<file path="src/rtl/mux3_rr_arbiter_if.sv">
// Handshake bundle between three requesters and the
// round-robin arbiter that drives the shared 3:1 mux selects.
interface mux3_rr_arbiter_if;
  logic [2:0] req;
  logic [2:0] gnt;
  logic       s1;
  logic       s0;
  logic       busy;
  logic [1:0] owner;

  modport master (
    output req,
    input  gnt, s1, s0, busy, owner
  );

  modport slave (
    input  req,
    output gnt, s1, s0, busy, owner
  );
endinterface

</file>
<file path="src/rtl/mux3_rr_arbiter.sv">
// Round-robin arbiter for one shared 3:1 gate-level mux.
// Optional BURST_LIMIT_EN caps consecutive grant cycles at MAX_BURST.
module mux3_rr_arbiter #(
  parameter int MAX_BURST = 8,
  parameter int CNT_W     = 4
) (
  input  logic             clk,
  input  logic             rst,
  mux3_rr_arbiter_if.slave bus
);

  if (MAX_BURST < 1 || MAX_BURST > 15 ||
      (2 ** CNT_W) <= MAX_BURST) begin : g_bad_cfg
    $error("mux3_rr_arbiter: bad MAX_BURST/CNT_W");
  end

  typedef enum logic {
    IDLE,
    GRANT
  } state_t;

  localparam logic [CNT_W-1:0] CNT_ONE = CNT_W'(1);
  localparam logic [CNT_W-1:0] CNT_MAX = '1;

  state_t           state_q, state_d;
  logic [2:0]       gnt_q, gnt_d;
  logic             s1_q, s1_d;
  logic             s0_q, s0_d;
  logic             busy_q, busy_d;
  logic [1:0]       owner_q, owner_d;
  logic [1:0]       last_q, last_d;
  logic [CNT_W-1:0] cnt_q, cnt_d;

  logic [2:0]       others;
  logic             hold;
  logic [1:0]       win;

  function automatic logic [1:0] nxt(input logic [1:0] i);
    return (i == 2'd2) ? 2'd0 : i + 2'd1;
  endfunction

  // First requester found scanning start, start+1, start+2 (mod 3).
  function automatic logic [1:0] pick(
    input logic [2:0] r,
    input logic [1:0] start
  );
    logic [1:0] i;
    logic       found;
    logic [1:0] w;
    i     = start;
    found = 1'b0;
    w     = start;
    for (int k = 0; k < 3; k++) begin
      if (!found && r[i]) begin
        w     = i;
        found = 1'b1;
      end
      i = nxt(i);
    end
    return w;
  endfunction

  // Next-state: arbitrate from idle, hold, or hand over at the same edge.
  always_comb begin
    state_d = state_q;
    gnt_d   = gnt_q;
    s1_d    = s1_q;
    s0_d    = s0_q;
    busy_d  = busy_q;
    owner_d = owner_q;
    last_d  = last_q;
    cnt_d   = cnt_q;
    others  = bus.req & ~gnt_q;
    hold    = bus.req[owner_q];
    win     = 2'd0;
`ifdef BURST_LIMIT_EN
    if (cnt_q >= CNT_W'(MAX_BURST) && |others) begin
      hold = 1'b0;
    end
`endif
    unique case (state_q)
      IDLE: begin
        if (|bus.req) begin
          win          = pick(bus.req, nxt(last_q));
          gnt_d        = 3'b001 << win;
          {s1_d, s0_d} = win;
          owner_d      = win;
          busy_d       = 1'b1;
          cnt_d        = CNT_ONE;
          state_d      = GRANT;
        end
      end
      GRANT: begin
        if (hold) begin
          if (cnt_q != CNT_MAX) begin
            cnt_d = cnt_q + CNT_ONE;
          end
        end else begin
          last_d = owner_q;
          if (|others) begin
            win          = pick(others, nxt(owner_q));
            gnt_d        = 3'b001 << win;
            {s1_d, s0_d} = win;
            owner_d      = win;
            cnt_d        = CNT_ONE;
          end else begin
            gnt_d   = 3'b000;
            s1_d    = 1'b0;
            s0_d    = 1'b0;
            busy_d  = 1'b0;
            state_d = IDLE;
          end
        end
      end
      default: state_d = IDLE;
    endcase
  end

  // State and registered outputs; reset points priority at requester 0.
  always_ff @(posedge clk) begin
    if (rst) begin
      state_q <= IDLE;
      gnt_q   <= 3'b000;
      s1_q    <= 1'b0;
      s0_q    <= 1'b0;
      busy_q  <= 1'b0;
      owner_q <= 2'd2;
      last_q  <= 2'd2;
      cnt_q   <= '0;
    end else begin
      state_q <= state_d;
      gnt_q   <= gnt_d;
      s1_q    <= s1_d;
      s0_q    <= s0_d;
      busy_q  <= busy_d;
      owner_q <= owner_d;
      last_q  <= last_d;
      cnt_q   <= cnt_d;
    end
  end

  assign bus.gnt   = gnt_q;
  assign bus.s1    = s1_q;
  assign bus.s0    = s0_q;
  assign bus.busy  = busy_q;
  assign bus.owner = owner_q;

endmodule

</file>
<file path="src/flat_wrapper.sv">
// flat-port wrapper written by rule: the top's interface ports become plain ports
module mux3_rr_arbiter_flat 
#(
  parameter int MAX_BURST = 8,
  parameter int CNT_W     = 4
)
  (clk, rst, bus_req, bus_gnt, bus_s1, bus_s0, bus_busy, bus_owner);
  mux3_rr_arbiter_if bus_i ();
  input  logic clk;
  input  logic rst;
  input wire logic [$bits(bus_i.req)-1:0] bus_req;
  output wire logic [$bits(bus_i.gnt)-1:0] bus_gnt;
  output wire logic [$bits(bus_i.s1)-1:0] bus_s1;
  output wire logic [$bits(bus_i.s0)-1:0] bus_s0;
  output wire logic [$bits(bus_i.busy)-1:0] bus_busy;
  output wire logic [$bits(bus_i.owner)-1:0] bus_owner;
  assign bus_i.req = bus_req;
  assign bus_gnt = bus_i.gnt;
  assign bus_s1 = bus_i.s1;
  assign bus_s0 = bus_i.s0;
  assign bus_busy = bus_i.busy;
  assign bus_owner = bus_i.owner;
  mux3_rr_arbiter #(.MAX_BURST(MAX_BURST), .CNT_W(CNT_W)) u_core (.clk(clk), .rst(rst), .bus(bus_i));
endmodule
</file>
<file path="config.mk">
export PLATFORM = sky130hd
export DESIGN_NAME = mux3_rr_arbiter_flat
export DESIGN_NICKNAME = d
export VERILOG_FILES = /design/src/rtl/mux3_rr_arbiter_if.sv /design/src/rtl/mux3_rr_arbiter.sv /design/src/flat_wrapper.sv
export SDC_FILE = /design/constraint.sdc
export NUM_CORES = 1
export LEC_CHECK = 0
export BUFFER_PORTS_ARGS = -buffer_cell sky130_fd_sc_hd__buf_4
export CORE_AREA = 4 4 41 43
export CTS_BUF_LIST = sky130_fd_sc_hd__clkbuf_2 sky130_fd_sc_hd__clkbuf_4 sky130_fd_sc_hd__clkbuf_8
export DETAILED_ROUTE_END_ITERATION = 8
export DIE_AREA = 0 0 45 47
export PLACE_DENSITY = 0.75
export SYNTH_ARGS = -nofsm -noshare
export SYNTH_HDL_FRONTEND = slang
export SYNTH_SLANG_ARGS = --single-unit
</file>
<file path="constraint.sdc">
create_clock -name clk -period 3.6 [get_ports clk]
set_input_delay 0.18 -clock clk [delete_from_list [all_inputs] [get_ports clk]]
set_output_delay 0.18 -clock clk [all_outputs]
set_load 0.005 [all_outputs]
</file>
Word-level counts from Yosys, hierarchy flattened
Index checks and enable logic that the tools add are counted.
{"block": "op_classes", "n_addsub": 6, "multipliers": 0, "div": 0, "order_cmp": 7, "n_eq_ne": 10, "n_shift": 2, "mux": 67, "n_bitwise": 4, "n_reduce_logical": 14}
{"op": "$mux 2", "n": 18}
{"op": "$mux 1", "n": 33}
{"op": "$lt 2x3->1 const B", "n": 7}
{"op": "$bmux 1 s2", "n": 7}
{"op": "$add 2x1->2 const B", "n": 6}
{"op": "$eq 2x2->1 const B", "n": 6}
{"op": "$mux 3", "n": 3}
{"op": "$pmux 1 s2", "n": 4}
{"op": "$ne 2x2->1 const B", "n": 3}
{"op": "$pmux 3 s2", "n": 1}
{"op": "$reduce_and 3->1", "n": 2}
{"op": "$reduce_or 3->1", "n": 2}
{"op": "$shl 1x2->3 const A", "n": 2}
{"op": "$logic_and 1x1->1", "n": 4}
{"op": "$logic_not 1->1", "n": 4}
{"op": "$pmux 2 s2", "n": 1}
{"op": "$reduce_and 2->1", "n": 2}
{"op": "$and 3x3->3", "n": 1}
{"op": "$not 3->3", "n": 1}
{"op": "$ne 2x1->1 const B", "n": 1}
{"op": "$not 1->1", "n": 2}
{"block": "word_totals", "register_bits": 11, "latchBits": 0, "ramBits": 0, "rom_bits": 0, "elab_cells": 117, "n_memories": 0}

Longest topological paths before layout
{"block": "depth", "word_depth": 24, "depth_mapped": 5, "depth_no_buf": 4}

Least setup slack after synthesis
Ideal clock, no wire load.
{"block": "synth_timing", "path_type": "reg-to-reg", "startpoint": "register u_core.state_q", "endpoint": "register u_core.s0_q (netlist: u_core.bus.s0)", "arrival_time_ps": 1349, "required_ps": 3508, "slack_ps": 2159, "path_stages_with_launch": 6, "n_path_buf": 1, "path_cell_list": "dfxtp_1 > buf_2 > or4_4 > o211a_2 > or2_0 > o32ai_1"}
{"block": "synth_between", "elab_chain_cells": 3, "elab_cells_between_ends": 5}
{"item": "start: declaration", "line_no": "mux3_rr_arbiter.sv:25", "source": "state_t state_q, state_d;"}
{"item": "start signal: assignment", "line_no": "mux3_rr_arbiter.sv:131", "source": "state_q <= state_d;"}
{"item": "$not 1->1"}
{"item": "$ne 2x1->1 (no line)"}
{"item": "$reduce_and 2->1 (no line)"}
{"item": "end signal: assignment", "line_no": "mux3_rr_arbiter.sv:125", "source": "s0_q <= 1'b0;"}
{"item": "end signal: assignment", "line_no": "mux3_rr_arbiter.sv:134", "source": "s0_q <= s0_d;"}
{"item": "end: declaration", "line_no": "mux3_rr_arbiter.sv:28", "source": "logic s0_q, s0_d;"}
Several ways; a longest one is shown, not always the timed one.
A chain may end at the register's enable or synchronous reset.

Worst setup path after layout
{"block": "layout_timing", "startpoint": "register u_core.owner_q[0] (netlist: u_core.bus.owner[0])", "endpoint": "register u_core.owner_q[0] (netlist: u_core.bus.owner[0])"}
{"block": "layout_between", "elab_chain_cells": 23, "elab_cells_between_ends": 39}
{"item": "start: declaration", "line_no": "mux3_rr_arbiter.sv:30", "source": "logic [1:0] owner_q, owner_d;"}
{"item": "start signal: assignment", "line_no": "mux3_rr_arbiter.sv:136", "source": "owner_q <= owner_d;"}
{"item": "$add 2x1->2 or $eq 2x2->1 (tied branches)", "line_no": "mux3_rr_arbiter.sv:39", "source": "return (i == 2'd2) ? 2'd0 : i + 2'd1;"}
{"item": "$mux 2", "line_no": "mux3_rr_arbiter.sv:39"}
{"item": "$bmux 1 s2", "line_no": "mux3_rr_arbiter.sv:54", "source": "if (!found && r[i]) begin"}
{"item": "$mux 1 (not written as such)", "line_no": "mux3_rr_arbiter.sv:54"}
{"item": "$mux 1", "line_no": "mux3_rr_arbiter.sv:54"}
{"item": "$mux 1", "line_no": "mux3_rr_arbiter.sv:100", "source": "if (|others) begin"}
{"item": "$mux 1", "line_no": "mux3_rr_arbiter.sv:94", "source": "if (hold) begin"}
{"item": "$mux 1", "line_no": "mux3_rr_arbiter.sv:81", "source": "unique case (state_q)"}
{"item": "[... 7 more ...]"}
{"item": "$logic_and 1x1->1", "line_no": "mux3_rr_arbiter.sv:54"}
{"item": "$mux 2", "line_no": "mux3_rr_arbiter.sv:54"}
{"item": "$mux 2", "line_no": "mux3_rr_arbiter.sv:100"}
{"item": "$mux 2", "line_no": "mux3_rr_arbiter.sv:94"}
{"item": "$mux 2", "line_no": "mux3_rr_arbiter.sv:81"}
{"item": "$mux 2", "line_no": "mux3_rr_arbiter.sv:100"}
{"item": "$mux 2", "line_no": "mux3_rr_arbiter.sv:94"}
{"item": "$pmux 2 s2", "line_no": "mux3_rr_arbiter.sv:81"}
Several ways; a longest one is shown, not always the timed one. The select of a mux whose other input is x is not followed.

==> metrics.txt <==
# TYPE chip_impl_metric gauge
chip_impl_metric{name="worst-endpoint-arrival",unit="ns"} 1.74
chip_impl_metric{name="synth.top_cell.area_share",unit="%"} 32.06
chip_impl_metric{name="floorplan.initialDensity",unit="%"} 52.79
chip_impl_metric{name="pre_cts_slack",unit="ns"} 2.044
chip_impl_info{name="netlist_top_cells_area",value="sky130_fd_sc_hd__dfxtp_1 32%, sky130_fd_sc_hd__nor2_1 3.8%, sky130_fd_sc_hd__nand2b_1 3.6%, sky130_fd_sc_hd__nor2b_1 3.6%, sky130_fd_sc_hd__o21ai_0 3.6%"} 1
chip_impl_metric{name="antenna_violating_nets_post_route",unit=""} 0
chip_impl_metric{name="ys_seq_elements",unit=""} 11
chip_impl_metric{name="max_cap_viol_count",unit=""} 0
chip_impl_metric{name="synth-simple-area-share",unit="%"} 25.32
chip_impl_info{name="worstHoldEndpoint",value="u_core.bus.gnt[1]"} 1
chip_impl_info{name="holdCritPathClass",value="in2reg"} 1
chip_impl_metric{name="yosysWarnings",unit=""} 0
chip_impl_metric{name="worst_r2r_path_depth",unit=""} 4
chip_impl_metric{name="worst-path-max-fanout",unit=""} 10
chip_impl_metric{name="buffer_ports.inserted",unit=""} 12
chip_impl_info{name="cts.root.buffer_cell",value="sky130_fd_sc_hd__clkbuf_4"} 1
chip_impl_metric{name="io_pins",unit=""} 13
chip_impl_info{name="yosys-top-cells-count",value="11 x sky130_fd_sc_hd__dfxtp_1, 7 x sky130_fd_sc_hd__nor2_1, 5 x sky130_fd_sc_hd__o21ai_0"} 1
chip_impl_metric{name="avgViaCountPerCell",unit=""} 6.194
chip_impl_metric{name="grt_max_degree",unit=""} 15
chip_impl_metric{name="instances_no_fill",unit=""} 108
chip_impl_metric{name="cts-hold-fix-buffers",unit=""} 0
chip_impl_metric{name="synth_compound_gate_area_share",unit="%"} 33.33
chip_impl_metric{name="cts_resized",unit=""} 0
chip_impl_metric{name="crit_required",unit="ns"} 3.76
chip_impl_metric{name="number_of_nets_in_the_finished_design",unit=""} 99
chip_impl_info{name="synth_top_family_by_area",value="compound AO/OA/AOI/OAI gates"} 1
chip_impl_metric{name="finalWeightedCongestion",unit=""} 0.7790
chip_impl_metric{name="hpwl",unit="um"} 1194
chip_impl_metric{name="final.setup.worst_slack",unit="ns"} 2.014
chip_impl_metric{name="post_synthesis_cells",unit=""} 83
chip_impl_metric{name="setup_total_negative_slack",unit="ns"} 0
chip_impl_metric{name="clock-skew-final",unit="ns"} 0.009097
chip_impl_metric{name="yosys.area_share.xor_xnor",unit="%"} 0
chip_impl_metric{name="yosys.area_share.adder",unit="%"} 0
chip_impl_metric{name="ctsLongestPathBuffers",unit=""} 2
chip_impl_metric{name="finalHoldWorstSlack",unit="ns"} 0.1406
chip_impl_metric{name="netlist_area",unit="um^2"} 686.9
chip_impl_info{name="endpoint_kind_of_the_worst_setup_timing_path",value="register"} 1
chip_impl_metric{name="drt_first_iter_violations",unit=""} 21
chip_impl_metric{name="layout-drive-gt1-share",unit="%"} 20.43
chip_impl_metric{name="postSynthNetCount",unit=""} 88
chip_impl_info{name="min_from",value="rst"} 1
chip_impl_metric{name="cts.repair_timing.setup_buffer_count",unit=""} 0
chip_impl_metric{name="tritoncts.num_buffers",unit=""} 3
chip_impl_info{name="worstSetupPathType",value="reg2reg"} 1
chip_impl_metric{name="wl_per_cell",unit="um"} 15.26
chip_impl_metric{name="filler_cell_count",unit=""} 119
chip_impl_metric{name="static-leakage-power",unit="nW"} 0.3202
chip_impl_metric{name="worst_hold_path.num_cells",unit=""} 2
chip_impl_metric{name="rows",unit=""} 13
chip_impl_metric{name="slew_headroom",unit="%"} 65.91
chip_impl_metric{name="number_of_antenna_violations_at_the_first_check_in_global_routing",unit=""} 0
chip_impl_metric{name="worstSkewPairLatency",unit="ns"} 0.28
chip_impl_metric{name="number_of_global_route_vias_before_repair",unit=""} 575
chip_impl_info{name="synth_area_leader_cell",value="sky130_fd_sc_hd__dfxtp_1"} 1
chip_impl_metric{name="drcViolationCount",unit=""} 0
chip_impl_metric{name="synth_enable_flop_cells",unit=""} 0
chip_impl_metric{name="drt-pass1-iter-count",unit=""} 4
chip_impl_metric{name="avgSynthCellArea",unit="um^2"} 8.276
chip_impl_metric{name="max_freq",unit="GHz"} 0.6307
chip_impl_metric{name="worst_slew_pin_slew",unit="ns"} 0.5092
chip_impl_info{name="status",value="finished clean"} 1
chip_impl_metric{name="design.core.area",unit="um^2"} 1301
chip_impl_metric{name="dpl.cell_count",unit=""} 104
chip_impl_metric{name="clkTransAtPathRegs",unit="ns"} 0.08
chip_impl_info{name="tritoncts",value="done"} 1
chip_impl_metric{name="cts.htree.levels",unit=""} 1
chip_impl_metric{name="die_width",unit="um"} 45
chip_impl_metric{name="synth_cell_types",unit=""} 38
chip_impl_metric{name="synthToLayoutAreaGrowth",unit="%"} 15.48
chip_impl_metric{name="regToRegSetupSlack",unit="ns"} 2.01
chip_impl_metric{name="synth-async-reset-ratio",unit="%"} 0
chip_impl_metric{name="final_hold_viol_count",unit=""} 0
chip_impl_info{name="rsz0062_at_grt",value="no"} 1
chip_impl_metric{name="route.vias.total",unit=""} 669
chip_impl_metric{name="routed_wirelength",unit="um"} 1648
chip_impl_info{name="synth_flop_cell",value="sky130_fd_sc_hd__dfxtp_1"} 1
chip_impl_metric{name="die_y",unit="um"} 47
chip_impl_metric{name="muxShareOfSynthArea",unit="%"} 2.914
chip_impl_metric{name="final_min_period_over_clock_period",unit="%"} 44.04
chip_impl_metric{name="gr-total-overflow",unit=""} 0
chip_impl_metric{name="vdd.ir_drop.worst",unit="mV"} 0.2665
chip_impl_metric{name="timing.final.setup_violations",unit=""} 0
chip_impl_info{name="regToRegEndpoint",value="u_core.bus.owner[0]"} 1
chip_impl_metric{name="numClockSinks",unit=""} 11
chip_impl_metric{name="synth_sequential_area_ratio",unit="%"} 32.06
chip_impl_info{name="yosysMostFrequentCell",value="sky130_fd_sc_hd__dfxtp_1"} 1
chip_impl_metric{name="final.min_clock_period",unit="ns"} 1.586
chip_impl_metric{name="power_density",unit="nW/um^2"} 435.7
chip_impl_metric{name="grt_first_pass_wirelength",unit="um"} 2628
chip_impl_metric{name="final_max_slew_viols",unit=""} 0
chip_impl_info{name="setup.worst_path.start_class",value="register"} 1
chip_impl_metric{name="antenna_cells_inserted",unit=""} 0
chip_impl_metric{name="grt.total_usage",unit="%"} 17.95
chip_impl_info{name="rr_startpoint",value="u_core.bus.owner[0]"} 1
chip_impl_metric{name="die_area",unit="um^2"} 2115
==> sequential cells by signal, indices dropped and copies added (netlist names) <==
name,flops
u_core.bus.gnt,3
u_core.bus.owner,2
u_core.last_q,2
u_core.bus.busy,1
u_core.bus.s0,1
u_core.bus.s1,1
u_core.state_q,1
==> cells by family after synthesis <==
group / after synthesis
compound gates: 31
buf+inv: 9
flops: 11
mux: 2
simple gates: 30
==> cell type report <==
| type | instances | area (um^2) | area share [%] |
|---|---|---|---|
| repair buffers | 12 | 90.09 | 11.36 |
| multi-input cells | 63 | 422.9 | 53.31 |
| inverters | 3 | 11.26 | 1.420 |
| clock buffers | 4 | 30.03 | 3.785 |
| well taps | 15 | 18.77 | 2.366 |
| flip-flops and latches | 11 | 220.2 | 27.76 |
==> layer usage <==
layer	share of wire [%]	GRT usage, %	up-vias	wire length (um)
li1	-	-	333	-
met3	6.2	4.598	5	102
met5	0	0	-	0
met1	45	21.71	310	741
met2	46	27.97	21	756
met4	2.9	12.28	0	47
==> layout by cell type (no fill, tap or decap) <==
cell type	n
sky130_fd_sc_hd__o22ai_1	2
sky130_fd_sc_hd__o31ai_1	3
sky130_fd_sc_hd__dfxtp_1	11
sky130_fd_sc_hd__inv_1	3
sky130_fd_sc_hd__a31o_2	1
sky130_fd_sc_hd__o2111ai_1	1
sky130_fd_sc_hd__a21o_1	1
sky130_fd_sc_hd__o32ai_1	1
sky130_fd_sc_hd__nor2b_1	4
sky130_fd_sc_hd__or4_4	1
sky130_fd_sc_hd__o211a_2	1
sky130_fd_sc_hd__o2bb2ai_1	2
sky130_fd_sc_hd__o211ai_1	3
sky130_fd_sc_hd__or2b_1	1
sky130_fd_sc_hd__a221oi_1	1
sky130_fd_sc_hd__a32oi_1	1
sky130_fd_sc_hd__nor3_1	1
sky130_fd_sc_hd__a31oi_1	1
sky130_fd_sc_hd__nand2b_1	4
sky130_fd_sc_hd__nor3b_1	2
sky130_fd_sc_hd__or3_1	1
sky130_fd_sc_hd__nor2_1	7
sky130_fd_sc_hd__nand4b_1	1
sky130_fd_sc_hd__nand2_1	2
sky130_fd_sc_hd__or2_0	1
sky130_fd_sc_hd__o21a_1	2
sky130_fd_sc_hd__a311oi_1	1
sky130_fd_sc_hd__nand3_1	3
sky130_fd_sc_hd__nand3b_1	2
sky130_fd_sc_hd__clkbuf_4	4
sky130_fd_sc_hd__buf_4	12
sky130_fd_sc_hd__a21oi_1	2
sky130_fd_sc_hd__o211a_1	2
sky130_fd_sc_hd__a21boi_0	1
sky130_fd_sc_hd__mux2i_1	2
sky130_fd_sc_hd__o21ai_0	5
==> worst max-delay path by stage <==
| stage | startpoint | end | slack [ns] | cells after the start |
|---|---|---|---|---|
| 2_1_floorplan | u_core.state_q | u_core.bus.s0 | 2.16 | 5 |
| 3_3_place_gp | u_core.state_q | u_core.bus.s0 | 2.13 | 4 |
| 3_5_place_dp | u_core.bus.owner[0] | u_core.bus.s0 | 2.04 | 4 |
| 4_1_cts | u_core.bus.owner[0] | u_core.bus.owner[0] | 2.05 | 4 |
| 5_1_grt | u_core.bus.owner[0] | u_core.bus.owner[0] | 1.85 | 4 |
| 6_report | u_core.bus.owner[0] | u_core.bus.owner[0] | 2.01 | 4 |
==> stage by stage <==
step	instance area [um^2]	utilization [%]	power [W]
detailed placement	763.2	58.65	0.0002517
floorplan	686.9	-	0.0002192
CTS	793.3	60.96	0.0003470
global route	793.3	60.96	0.0003633
global placement	763.2	58.65	0.0002507
finish	793.3	60.96	0.0003456
==> power breakdown <==
part	switching [W]	leakage [nW]	internal, W	total [W]
registers	0.0000199	0.0910	0.000135	0.000155
logic	0.0000473	0.211	0.0000475	0.0000948
clock network	0.0000449	0.0184	0.0000506	0.0000955
total	0.000112	0.320	0.000233	0.000346
==> worst max-delay path: stages, from the launching register on <==
cell	delay (ns)
sky130_fd_sc_hd__dfxtp_1	0.52
sky130_fd_sc_hd__mux2i_1	0.33
sky130_fd_sc_hd__o211ai_1	0.25
sky130_fd_sc_hd__o2111ai_1	0.27
sky130_fd_sc_hd__o31ai_1	0.09
(Power assumes the default switching activity.)
